$ cat src/rtl/imm_pkg.sv
// ----------------------------------------------------------------------------
// imm_pkg
// Shared definitions for the immediate generator pipeline: the 3-bit
// instruction format code, the RV32I base opcodes, the default immediate
// width and the state encoding of the output/skid stage.
// ----------------------------------------------------------------------------
package imm_pkg;

   localparam int XLEN_DEFAULT = 32;

   // Format code reported with every decoded instruction; NONE doubles as
   // the "opcode not recognised" marker and is also the reset value.
   typedef enum logic [2:0] {
      FMT_NONE = 3'd0,
      FMT_R    = 3'd1,
      FMT_I    = 3'd2,
      FMT_S    = 3'd3,
      FMT_B    = 3'd4,
      FMT_U    = 3'd5,
      FMT_J    = 3'd6
   } immFmtT;

   localparam logic [6:0] OP_LOAD   = 7'b0000011;
   localparam logic [6:0] OP_FENCE  = 7'b0001111;
   localparam logic [6:0] OP_IMM    = 7'b0010011;
   localparam logic [6:0] OP_AUIPC  = 7'b0010111;
   localparam logic [6:0] OP_STORE  = 7'b0100011;
   localparam logic [6:0] OP_REG    = 7'b0110011;
   localparam logic [6:0] OP_LUI    = 7'b0110111;
   localparam logic [6:0] OP_BRANCH = 7'b1100011;
   localparam logic [6:0] OP_JALR   = 7'b1100111;
   localparam logic [6:0] OP_JAL    = 7'b1101111;
   localparam logic [6:0] OP_SYSTEM = 7'b1110011;

   // Occupancy of the two-entry output stage: nothing held, only the output
   // register held, or output register plus skid register held.
   typedef enum logic [1:0] {
      ST_EMPTY = 2'd0,
      ST_ONE   = 2'd1,
      ST_FULL  = 2'd2
   } pipeStateT;

endpackage

$ cat src/rtl/imm_decode.sv
// ----------------------------------------------------------------------------
// imm_decode
// Purely combinational RV32I immediate decoder.
// Ports:
//   instr   in   32    instruction word
//   imm     out  XLEN  immediate, sign-extended to XLEN (0 for R / NONE)
//   fmt     out  3     format code (immFmtT)
//   illegal out  1     opcode is not part of the RV32I base set
// ----------------------------------------------------------------------------
module imm_decode
   import imm_pkg::*;
#(
   parameter int XLEN = XLEN_DEFAULT
) (
   input  logic [31:0]     instr,
   output logic [XLEN-1:0] imm,
   output logic [2:0]      fmt,
   output logic            illegal
);

   immFmtT             fmtSel;
   logic signed [31:0] imm32;

   // Classify the opcode into one of the immediate formats. FENCE and SYSTEM
   // carry an I-shaped field, so they share the I path with loads and ALU-imm.
   always_comb begin
      fmtSel = FMT_NONE;
      case (instr[6:0])
         OP_IMM, OP_LOAD, OP_JALR, OP_FENCE, OP_SYSTEM: fmtSel = FMT_I;
         OP_STORE:                                      fmtSel = FMT_S;
         OP_BRANCH:                                     fmtSel = FMT_B;
         OP_LUI, OP_AUIPC:                              fmtSel = FMT_U;
         OP_JAL:                                        fmtSel = FMT_J;
         OP_REG:                                        fmtSel = FMT_R;
         default:                                       fmtSel = FMT_NONE;
      endcase
   end

   // Reassemble the scattered immediate bits into a 32-bit signed value.
   // Widening to XLEN afterwards is a signed cast, so the upper half of a
   // 64-bit result is filled with the sign for every format, U included.
   always_comb begin
      imm32 = '0;
      case (fmtSel)
         FMT_I: imm32 = {{20{instr[31]}}, instr[31:20]};
         FMT_S: imm32 = {{20{instr[31]}}, instr[31:25], instr[11:7]};
         FMT_B: imm32 = {{19{instr[31]}}, instr[31], instr[7], instr[30:25], instr[11:8], 1'b0};
         FMT_U: imm32 = {instr[31:12], 12'b0};
         FMT_J: imm32 = {{11{instr[31]}}, instr[31], instr[19:12], instr[20], instr[30:21], 1'b0};
         default: imm32 = '0;
      endcase
   end

   assign imm     = XLEN'(imm32);
   assign fmt     = fmtSel;
   assign illegal = (fmtSel == FMT_NONE);

endmodule

$ cat src/rtl/imm_gen_pipe.sv
// ----------------------------------------------------------------------------
// imm_gen_pipe
// Decodes RV32I immediates behind a valid/ready handshake with an output
// register plus one skid register. One cycle of latency, one result per
// cycle when the consumer is ready, and in_ready depends only on state.
// Ports:
//   clk, rst           clock, asynchronous active-high reset
//   flush              synchronous discard of all held entries
//   in_valid/in_ready  input handshake; in_instr (32), in_tag (TAG_W)
//   out_valid/out_ready output handshake
//   out_imm (XLEN), out_fmt (3), out_illegal, out_tag (TAG_W)
// ----------------------------------------------------------------------------
module imm_gen_pipe
   import imm_pkg::*;
#(
   parameter int XLEN  = XLEN_DEFAULT,
   parameter int TAG_W = 32
) (
   input  logic             clk,
   input  logic             rst,
   input  logic             flush,
   input  logic             in_valid,
   output logic             in_ready,
   input  logic [31:0]      in_instr,
   input  logic [TAG_W-1:0] in_tag,
   output logic             out_valid,
   input  logic             out_ready,
   output logic [XLEN-1:0]  out_imm,
   output logic [2:0]       out_fmt,
   output logic             out_illegal,
   output logic [TAG_W-1:0] out_tag
);

   logic [XLEN-1:0]  decImm;
   logic [2:0]       decFmt;
   logic             decIllegal;

   logic [XLEN-1:0]  skidImm;
   logic [2:0]       skidFmt;
   logic             skidIllegal;
   logic [TAG_W-1:0] skidTag;

   pipeStateT state;
   pipeStateT nextState;
   logic      inXfer;
   logic      outXfer;
   logic      loadOutFromIn;
   logic      loadOutFromSkid;
   logic      loadSkid;

   imm_decode #(
      .XLEN(XLEN)
   ) decodeInst (
      .instr  (in_instr),
      .imm    (decImm),
      .fmt    (decFmt),
      .illegal(decIllegal)
   );

   // Both handshake flags come straight from the state register, so neither
   // ready nor valid has a combinational path from the opposite side.
   assign in_ready  = (state != ST_FULL);
   assign out_valid = (state != ST_EMPTY);
   assign inXfer    = in_valid & in_ready;
   assign outXfer   = out_valid & out_ready;

   // Occupancy register. Reset empties the stage immediately, without
   // waiting for a clock edge.
   always_ff @(posedge clk or posedge rst) begin
      if (rst) begin
         state <= ST_EMPTY;
      end else begin
         state <= nextState;
      end
   end

   // Next occupancy plus the steering of data into the two registers.
   // Flush is checked first so it overrides any transfer in the same cycle;
   // a simultaneous in/out transfer in ONE simply replaces the output entry.
   always_comb begin
      nextState       = state;
      loadOutFromIn   = 1'b0;
      loadOutFromSkid = 1'b0;
      loadSkid        = 1'b0;
      if (flush) begin
         nextState = ST_EMPTY;
      end else begin
         case (state)
            ST_EMPTY: begin
               if (inXfer) begin
                  nextState     = ST_ONE;
                  loadOutFromIn = 1'b1;
               end
            end
            ST_ONE: begin
               if (inXfer && outXfer) begin
                  loadOutFromIn = 1'b1;
               end else if (inXfer) begin
                  nextState = ST_FULL;
                  loadSkid  = 1'b1;
               end else if (outXfer) begin
                  nextState = ST_EMPTY;
               end
            end
            ST_FULL: begin
               if (outXfer) begin
                  nextState       = ST_ONE;
                  loadOutFromSkid = 1'b1;
               end
            end
            default: nextState = ST_EMPTY;
         endcase
      end
   end

   // Output register. It only changes on a load, which keeps the presented
   // result stable while the consumer stalls. The skid entry takes priority
   // because it is always older than anything arriving at the input.
   always_ff @(posedge clk or posedge rst) begin
      if (rst) begin
         out_imm     <= '0;
         out_fmt     <= FMT_NONE;
         out_illegal <= 1'b0;
         out_tag     <= '0;
      end else if (loadOutFromSkid) begin
         out_imm     <= skidImm;
         out_fmt     <= skidFmt;
         out_illegal <= skidIllegal;
         out_tag     <= skidTag;
      end else if (loadOutFromIn) begin
         out_imm     <= decImm;
         out_fmt     <= decFmt;
         out_illegal <= decIllegal;
         out_tag     <= in_tag;
      end
   end

   // Skid register. It catches the one instruction accepted while the output
   // is stalled; its validity is tracked by the FULL state alone.
   always_ff @(posedge clk or posedge rst) begin
      if (rst) begin
         skidImm     <= '0;
         skidFmt     <= FMT_NONE;
         skidIllegal <= 1'b0;
         skidTag     <= '0;
      end else if (loadSkid) begin
         skidImm     <= decImm;
         skidFmt     <= decFmt;
         skidIllegal <= decIllegal;
         skidTag     <= in_tag;
      end
   end

endmodule

$ cat config.mk
export PLATFORM = sky130hd
export DESIGN_NAME = imm_gen_pipe
export DESIGN_NICKNAME = d
export VERILOG_FILES = /design/src/rtl/imm_pkg.sv /design/src/rtl/imm_decode.sv /design/src/rtl/imm_gen_pipe.sv
export SDC_FILE = /design/constraint.sdc
export NUM_CORES = 1
export LEC_CHECK = 0
export CORE_ASPECT_RATIO = 1.2
export CORE_MARGIN = 4
export CORE_UTILIZATION = 51
export DETAILED_ROUTE_END_ITERATION = 8
export PLACE_DENSITY_LB_ADDON = 0.12
export SYNTH_ARGS = -nofsm -noshare
export SYNTH_HDL_FRONTEND = slang
export SYNTH_SLANG_ARGS = --single-unit
$ cat constraint.sdc
create_clock -name clk -period 6.6 [get_ports clk]
set_input_delay 1.98 -clock clk [delete_from_list [all_inputs] [get_ports clk]]
set_output_delay 1.98 -clock clk [all_outputs]
set_load 0.1 [all_outputs]
==> parameters.txt, run 1 <==
Parameter                              Value

Status
  Outcome    finished clean

STA
  Worst rel slew slack    16.7%
  Highest Clock Rate    229 MHz
  Final hold slack    0.476 ns
  Unrepaired setup endpoints after global routing    false
  Actual transition at the worst max-transition pin    1.24 ns
  TNS Setup    0 ns
  Max Slew Vio Count    0
  Minimum clock period after layout    4.37 ns
  Final worst slack    2.23 ns
  Final Hold Violating Endpoints    0
  Period utilization    66.2%
  Setup skew after layout    0.00853 ns
  Final-report setup violation count    0

Clock network
  Buffer levels on the longest clock path    2
  Clock transition at the registers of the reported paths    0.06 ns
  Total of cells resized after clock tree synthesis    0
  Number of CTS-inserted buffers    17
  Post-CTS Setup Inserts    0
  Clock insertion delay at the later pin of the skew report    0.41 ns
  Hold buffer count at cts    0
  Clock H-tree levels    4
  Buffer type at the clock tree root    sky130_fd_sc_hd__clkbuf_16
  Sink count of the clock tree    138
  TritonCTS clock tree    yes

Yosys
  Ys flop type    sky130_fd_sc_hd__dfrtp_1
  Count of distinct cell types in the synthesized netlist    57
  Number of synthesized flops with an enable pin    0
  Share of the synthesized area in the top cell type    55.8%
  Number of synthesized register bits    138
  Yosys warnings    0
  Summed instance area of the synthesized netlist    6190 µm²
  Ranking of synthesized cells by instance count    sky130_fd_sc_hd__nand2_1 (161), sky130_fd_sc_hd__dfrtp_1 (138), sky130_fd_sc_hd__nor2_1 (81)
  Synthesized instance count    629
  Proportion of synthesized chip area in sequential cells    55.8%
  Most frequently used cell type in the post-synthesis netlist    sky130_fd_sc_hd__nand2_1
  Mean instance size in the synthesized netlist    9.84 µm²
  Number of nets in the synthesized netlist    698
  Post-synthesis async set-or-reset flop share    100%
  Cell taking the most area after synthesis    sky130_fd_sc_hd__dfrtp_1
  Cell types with the largest area share after synthesis    sky130_fd_sc_hd__dfrtp_1 (56%), sky130_fd_sc_hd__nand2_1 (9.8%), sky130_fd_sc_hd__nor2_1 (4.9%), sky130_fd_sc_hd__o22ai_1 (3.3%), sky130_fd_sc_hd__a221o_1 (2.7%)

Pwr
  Switching power    935 µW
  Leakage power figure    3.64 nW
  Sum of internal, switching and leakage power    2.75 mW
  Combinational group share of total power    25.4%
  Clock group share of total power    36.9%
  Power Internal    1.81 mW
  VDD IR max    0.182 mV
  Power density relative to cell area    334 nW/µm²
  Switching share of total power    34.0%
  Part of the total power dissipated in sequential elements    37.7%

Finish
  End-of-flow core utilization    70.2%
  Number of antenna repair diodes    0
  Area Overhead vs Synth    33.0%
  Ratio of cells with drive above 1 in the final layout    9.86%
  Non-filler cells, final    918
  Final cell area excluding filler cells    8230 µm²
  Nets    818

Critical path
  Kind of launch point of the worst setup path    input port
  Endpoint arrival time on the critical path    4.71 ns
  Largest fanout of any net on the critical path    28
  Crit end category    register
  Worst path buffer plus inverter count    1
  CP max stage delay    1.07 ns
  Critical path start-end classification    input port to register
  Data required time at the worst endpoint    6.94 ns
  Standard cell with the maximum stage delay on the critical path    sky130_fd_sc_hd__nor3_1
  Critical-path cell list    clkdlybuf4s50_1, nor3b_2, nand2_2, nor3_1, nand2_1, nand4_1
  Top delay family on crit path    simple AND/OR/NAND/NOR gates

Floorplan
  Die ar.    14,000 µm²
  Die H    129 µm
  Number of placement rows    43
  Effective utilization at floorplan    52.8%
  Top-level I/O count    139
  Core Region    11,700 µm²
  Horizontal die dimension    109 µm

Routing
  Routed via count divided by cell count    5.77
  Average detailed-routed wire length per instance    17.5 µm
  Initial DRC Count    352
  Final Routed Wirelength    16.0 mm
  DRT antenna net count    0
  Detailed-route via count    5,297
  Post-detailed-route DRC marker count    0
  Count of TritonRoute iterations in the first routing pass    5

Placed design
  Final RePlAce weighted congestion    0.860
  Placed Instances    887
  Half-perimeter wire length after placement    10.6 mm
  Placed Area    7600 µm²
  Pre-CTS WS    1.80 ns
  Number of buffers inserted by port buffering    138

Flow run
  Count of max-cap constraint violations    0

Global route
  GRT Util Overall    23.5%
  Maximum number of pins on one net before global-route repair    90
  First-pass GRT wire length    25.8 mm
  Via count of the first global-routing pass    5,123
  Grt total ovfl    0
  Initial antenna violation count    0

Min path
  Kind of path behind the tightest hold check    register to register
worst min-delay path, delay by kind of cell, from the launching register on:
family | cells | cell delay [ns]
flip-flops | 1 | 0.34
AND/OR/NAND/NOR | 2 | 0.10
metal layers:
layer	routed length, µm	part of all wire [%]	vias to the layer above	track usage (%)
met5	0	0	-	0
met4	286	1.8	0	7.80
met3	1230	7.7	23	5.32
met2	7930	49	227	37.4
met1	6570	41	2605	31.9
li1	-	-	2442	-
power by group through the flow:
stage / sequential [mW] / combinational, mW / clock (mW)
floorplan: 1.37 / 0.171 / 0
global placement: 1.04 / 0.687 / 0
detailed placement: 1.05 / 0.699 / 0
CTS: 1.03 / 0.703 / 1.03
global route: 1.05 / 0.735 / 1.06
finish: 1.03 / 0.698 / 1.01
cell usage in the layout (no fill, tap or decap), types with 3 or more instances in the layout:
master and instances:
sky130_fd_sc_hd__o21ai_1 14, sky130_fd_sc_hd__and2_1 6, sky130_fd_sc_hd__dfrtp_1 138, sky130_fd_sc_hd__o22ai_1 33
sky130_fd_sc_hd__and3_1 6, sky130_fd_sc_hd__a21oi_1 15, sky130_fd_sc_hd__a22oi_2 10, sky130_fd_sc_hd__clkdlybuf4s50_1 138
sky130_fd_sc_hd__a222oi_1 9, sky130_fd_sc_hd__nor2_1 81, sky130_fd_sc_hd__a22oi_1 5, sky130_fd_sc_hd__clkbuf_16 17
sky130_fd_sc_hd__inv_1 4, sky130_fd_sc_hd__a32o_1 6, sky130_fd_sc_hd__nand4_1 11, sky130_fd_sc_hd__clkinv_2 3
sky130_fd_sc_hd__nand3_1 14, sky130_fd_sc_hd__buf_4 6, sky130_fd_sc_hd__bufinv_16 4, sky130_fd_sc_hd__a221o_1 17
sky130_fd_sc_hd__o21ai_0 9, sky130_fd_sc_hd__clkbuf_8 3, sky130_fd_sc_hd__nand2_1 160
cells by family (layout without fill, tap and decap cells):
group | after synthesis | in the layout | synth area share [%]
AOI/OAI and AO/OA | 138 | 138 | 18.1
adders and majority gates | 1 | 1 | 0.182
buffers and inverters | 49 | 181 | 4.24
DFF | 138 | 138 | 55.8
muxes | 1 | 1 | 0.162
and+or+nand+nor | 302 | 302 | 21.5
area by class of cell:
class	instances	area (µm²)
timing repair buffer	144	1430
clock inverter	11	168
multi-input combinational	442	2490
tap	157	196
sequential	138	3450
fill	901	3500
inverter	6	27.5
clock buffer	20	467
sequential cells by signal, summed over array words and instances, names as in the netlist:
register / count
out_illegal: 1
skidIllegal: 1
out_imm: 32
skidTag: 32
out_tag: 32
skidImm: 32
state: 2
out_fmt: 3
skidFmt: 3
worst paths after layout:
check	startpoint	endpoint	slack, ns	cells past startpoint
worst min-delay path	skidTag[3]	skidTag[3]	0.48	2
worst max register to register	state[1]	out_imm[24]	3.95	5
max in group asynchronous	rst	skidTag[25]	3.35	3
worst min register to register	skidTag[3]	skidTag[3]	0.48	2
worst max-delay path	flush	out_imm[24]	2.23	6
min in group asynchronous	rst	out_imm[21]	2.11	2
Note: power is estimated with default switching activity, not from simulation.
==> run 2: changes to the inputs <==
==> constraint.sdc (replaced) <==
create_clock -name clk -period 4.3 [get_ports clk]
set_input_delay 1.29 -clock clk [delete_from_list [all_inputs] [get_ports clk]]
set_output_delay 1.29 -clock clk [all_outputs]
set_load 0.1 [all_outputs]
==> run 2 against run 1 <==
Effect of this change:
- clock skew is essentially flat
- clock power grew 44%
- critical path depth shrank 4
- non-clock buffer count grew 4
- cell area is essentially flat
- sequential share of layout area is essentially flat
- largest cell class unchanged
- sequential cell count is the same
==> parameters.txt, run 2 (same netlist as run 1, synthesis figures left out) <==
Parameter                              Value

Placed design
  Number of buffers inserted by port buffering    138 (unchanged)
  Final RePlAce weighted congestion    0.950 (+11%)
  Half-perimeter wire length after placement    10.8 mm (+1.9%)

Finish
  Number of antenna repair diodes    0 (unchanged)
  Register Area    3450 µm² (unchanged)
  Ratio of cells with drive above 1 in the final layout    10.5% (+0.60 points)
  Fillers    901 (unchanged)
  Total area of multi-input combinational cells    2490 µm² (unchanged)
  Nets    822 (+0.49%)
  Most frequent cells in the layout    sky130_fd_sc_hd__nand2_1 (160), sky130_fd_sc_hd__dfrtp_1 (138), sky130_fd_sc_hd__clkdlybuf4s50_1 (137)
  Most common library cell in the layout ignoring fill and taps    sky130_fd_sc_hd__nand2_1
  Area Overhead vs Synth    33.0% (about the same)

Global route
  First-pass GRT wire length    26.8 mm (+3.8%)
  Maximum number of pins on one net before global-route repair    139 (+54%)
  Via count of the first global-routing pass    5,334 (+4.1%)
  GRT Util Overall    24.3% (+0.88 points)
  Initial antenna violation count    0 (unchanged)
  Grt total ovfl    0 (unchanged)

Clock network
  Total of cells resized after clock tree synthesis    0 (unchanged)
  Clock insertion delay at the later pin of the skew report    0.42 ns (about the same)
  Post-CTS Setup Inserts    0 (unchanged)
  Number of CTS-inserted buffers    17 (unchanged)
  Hold buffer count at cts    0 (unchanged)
  Clock H-tree levels    4 (unchanged)
  Clock transition at the registers of the reported paths    0.06 ns (about the same)
  Sink count of the clock tree    138 (unchanged)
  TritonCTS clock tree    yes
  Buffer type at the clock tree root    sky130_fd_sc_hd__clkbuf_16
  Buffer levels on the longest clock path    2 (unchanged)

Routing
  Count of TritonRoute iterations in the first routing pass    6 (+1)
  Post-detailed-route DRC marker count    0 (unchanged)
  Final Routed Wirelength    16.2 mm (+1.3%)
  Initial DRC Count    401 (+14%)
  Detailed-route via count    5,299 (+0.038%)
  Routed via count divided by cell count    5.75 (-0.40%)
  Average detailed-routed wire length per instance    17.6 µm (+0.82%)
  DRT antenna net count    0 (unchanged)

STA
  Actual transition at the worst max-transition pin    1.03 ns (-0.207 ns)
  Unrepaired setup endpoints after global routing    false
  TNS Setup    0 ns (unchanged)
  Setup skew after layout    0.00894 ns (+0.000410 ns)
  Period utilization    79.3%
  Worst rel slew slack    30.9% (+14 points)
  Minimum clock period after layout    3.41 ns
  Final-report setup violation count    0 (unchanged)
  Final Hold Violating Endpoints    0 (unchanged)
  Max Slew Vio Count    0 (unchanged)
  Highest Clock Rate    293 MHz

Floorplan
  Die H    129 µm (unchanged)
  Horizontal die dimension    109 µm (unchanged)
  Core Region    11,700 µm² (unchanged)
  Number of placement rows    43 (unchanged)
  Top-level I/O count    139 (unchanged)
  Effective utilization at floorplan    52.8% (unchanged)
  Die ar.    14,000 µm² (unchanged)

Critical path
  Kind of launch point of the worst setup path    register
  CP max stage delay    0.97 ns (-0.10 ns)
  Critical-path cell list    or2_2, clkdlybuf4s50_1
  Top delay family on crit path    buffers and inverters
  Data required time at the worst endpoint    3.01 ns (-3.93 ns)
  Worst path buffer plus inverter count    1 (unchanged)
  Crit end category    output pin
  Standard cell with the maximum stage delay on the critical path    sky130_fd_sc_hd__clkdlybuf4s50_1
  Critical path start-end classification    register to output pin
  Largest fanout of any net on the critical path    5 (-82%)
  Endpoint arrival time on the critical path    2.12 ns (-2.59 ns)

Min path
  Kind of path behind the tightest hold check    register to register

Status
  Outcome    finished clean

Flow run
  Count of max-cap constraint violations    0 (unchanged)

Pwr
  Power density relative to cell area    500 nW/µm² (+50%)
  Leakage power figure    3.64 nW (about the same)
  Sum of internal, switching and leakage power    4.11 mW (+50%)
  VDD IR max    0.243 mV (+33%)
==> run 2: changes by cell type in the layout (fill, tap and decap cells not counted) <==
cell,change
sky130_fd_sc_hd__inv_6,-1
sky130_fd_sc_hd__bufinv_16,-2
sky130_fd_sc_hd__clkinvlp_4,+1
sky130_fd_sc_hd__buf_4,+4
sky130_fd_sc_hd__buf_12,+1
sky130_fd_sc_hd__clkdlybuf4s50_1,-1
sky130_fd_sc_hd__clkbuf_8,+1
sky130_fd_sc_hd__clkinv_4,+1
==> run 2: final timing paths <==
| path | slack [ns] | end | cells past startpoint | start |
|---|---|---|---|---|
| min in group asynchronous | 1.44 | skidTag[13] | 3 | rst |
| worst min register to register | 0.47 | skidTag[17] | 2 | skidTag[17] |
| worst max register to register | 2.19 | out_tag[0] | 6 | state[1] |
| worst min-delay path | 0.47 | skidTag[17] | 2 | skidTag[17] |
| worst max-delay path | 0.89 | out_valid | 2 | state[0] |
| max in group asynchronous | 2.31 | skidImm[13] | 3 | rst |
==> run 2: power breakdown <==
part	leakage [nW]	switching (mW)	total [mW]	internal [mW]
logic	1.59	0.787	1.07	0.287
clock network	0.291	0.540	1.45	0.912
registers	1.76	0.104	1.59	1.48
==> run 2: metrics by stage <==
stage	hold WS, ns	utilization, %	worst slack (ns)	std cells	cell area, µm²
after floorplan	0.438	-	1.29	629	6190
after global placement	0.452	65.1	0.710	891	7640
after detailed placement	0.463	65.1	0.654	891	7640
after CTS	0.478	70.2	0.864	922	8230
after global routing	0.492	70.2	0.827	922	8230
final	0.474	70.2	0.892	922	8230
==> run 2: metal layers <==
layer | global-route usage (%) | vias to the layer above | share of wire, %
li1 | - | 2456 | -
met1 | 32.4 | 2623 | 41
met2 | 40.1 | 205 | 51
met3 | 5.67 | 15 | 6.5
met4 | 7.06 | 0 | 1.1
met5 | 0 | - | 0
==> run 2: worst min-delay path, cell delays in order (launching register included) <==
cell and delay (ns):
sky130_fd_sc_hd__dfrtp_1 0.34, sky130_fd_sc_hd__nand2_1 0.05, sky130_fd_sc_hd__nand2_1 0.06
==> run 2: final cells by class <==
| cell class | count | share of cell area (%) |
|---|---|---|
| tap | 157 | 2.39 |
| multi-input combinational | 442 | 30.3 |
| clock buffer | 21 | 5.84 |
| timing repair buffer | 148 | 17.8 |
| sequential | 138 | 41.9 |
| inverter | 6 | 0.319 |
| clock inverter | 10 | 1.41 |
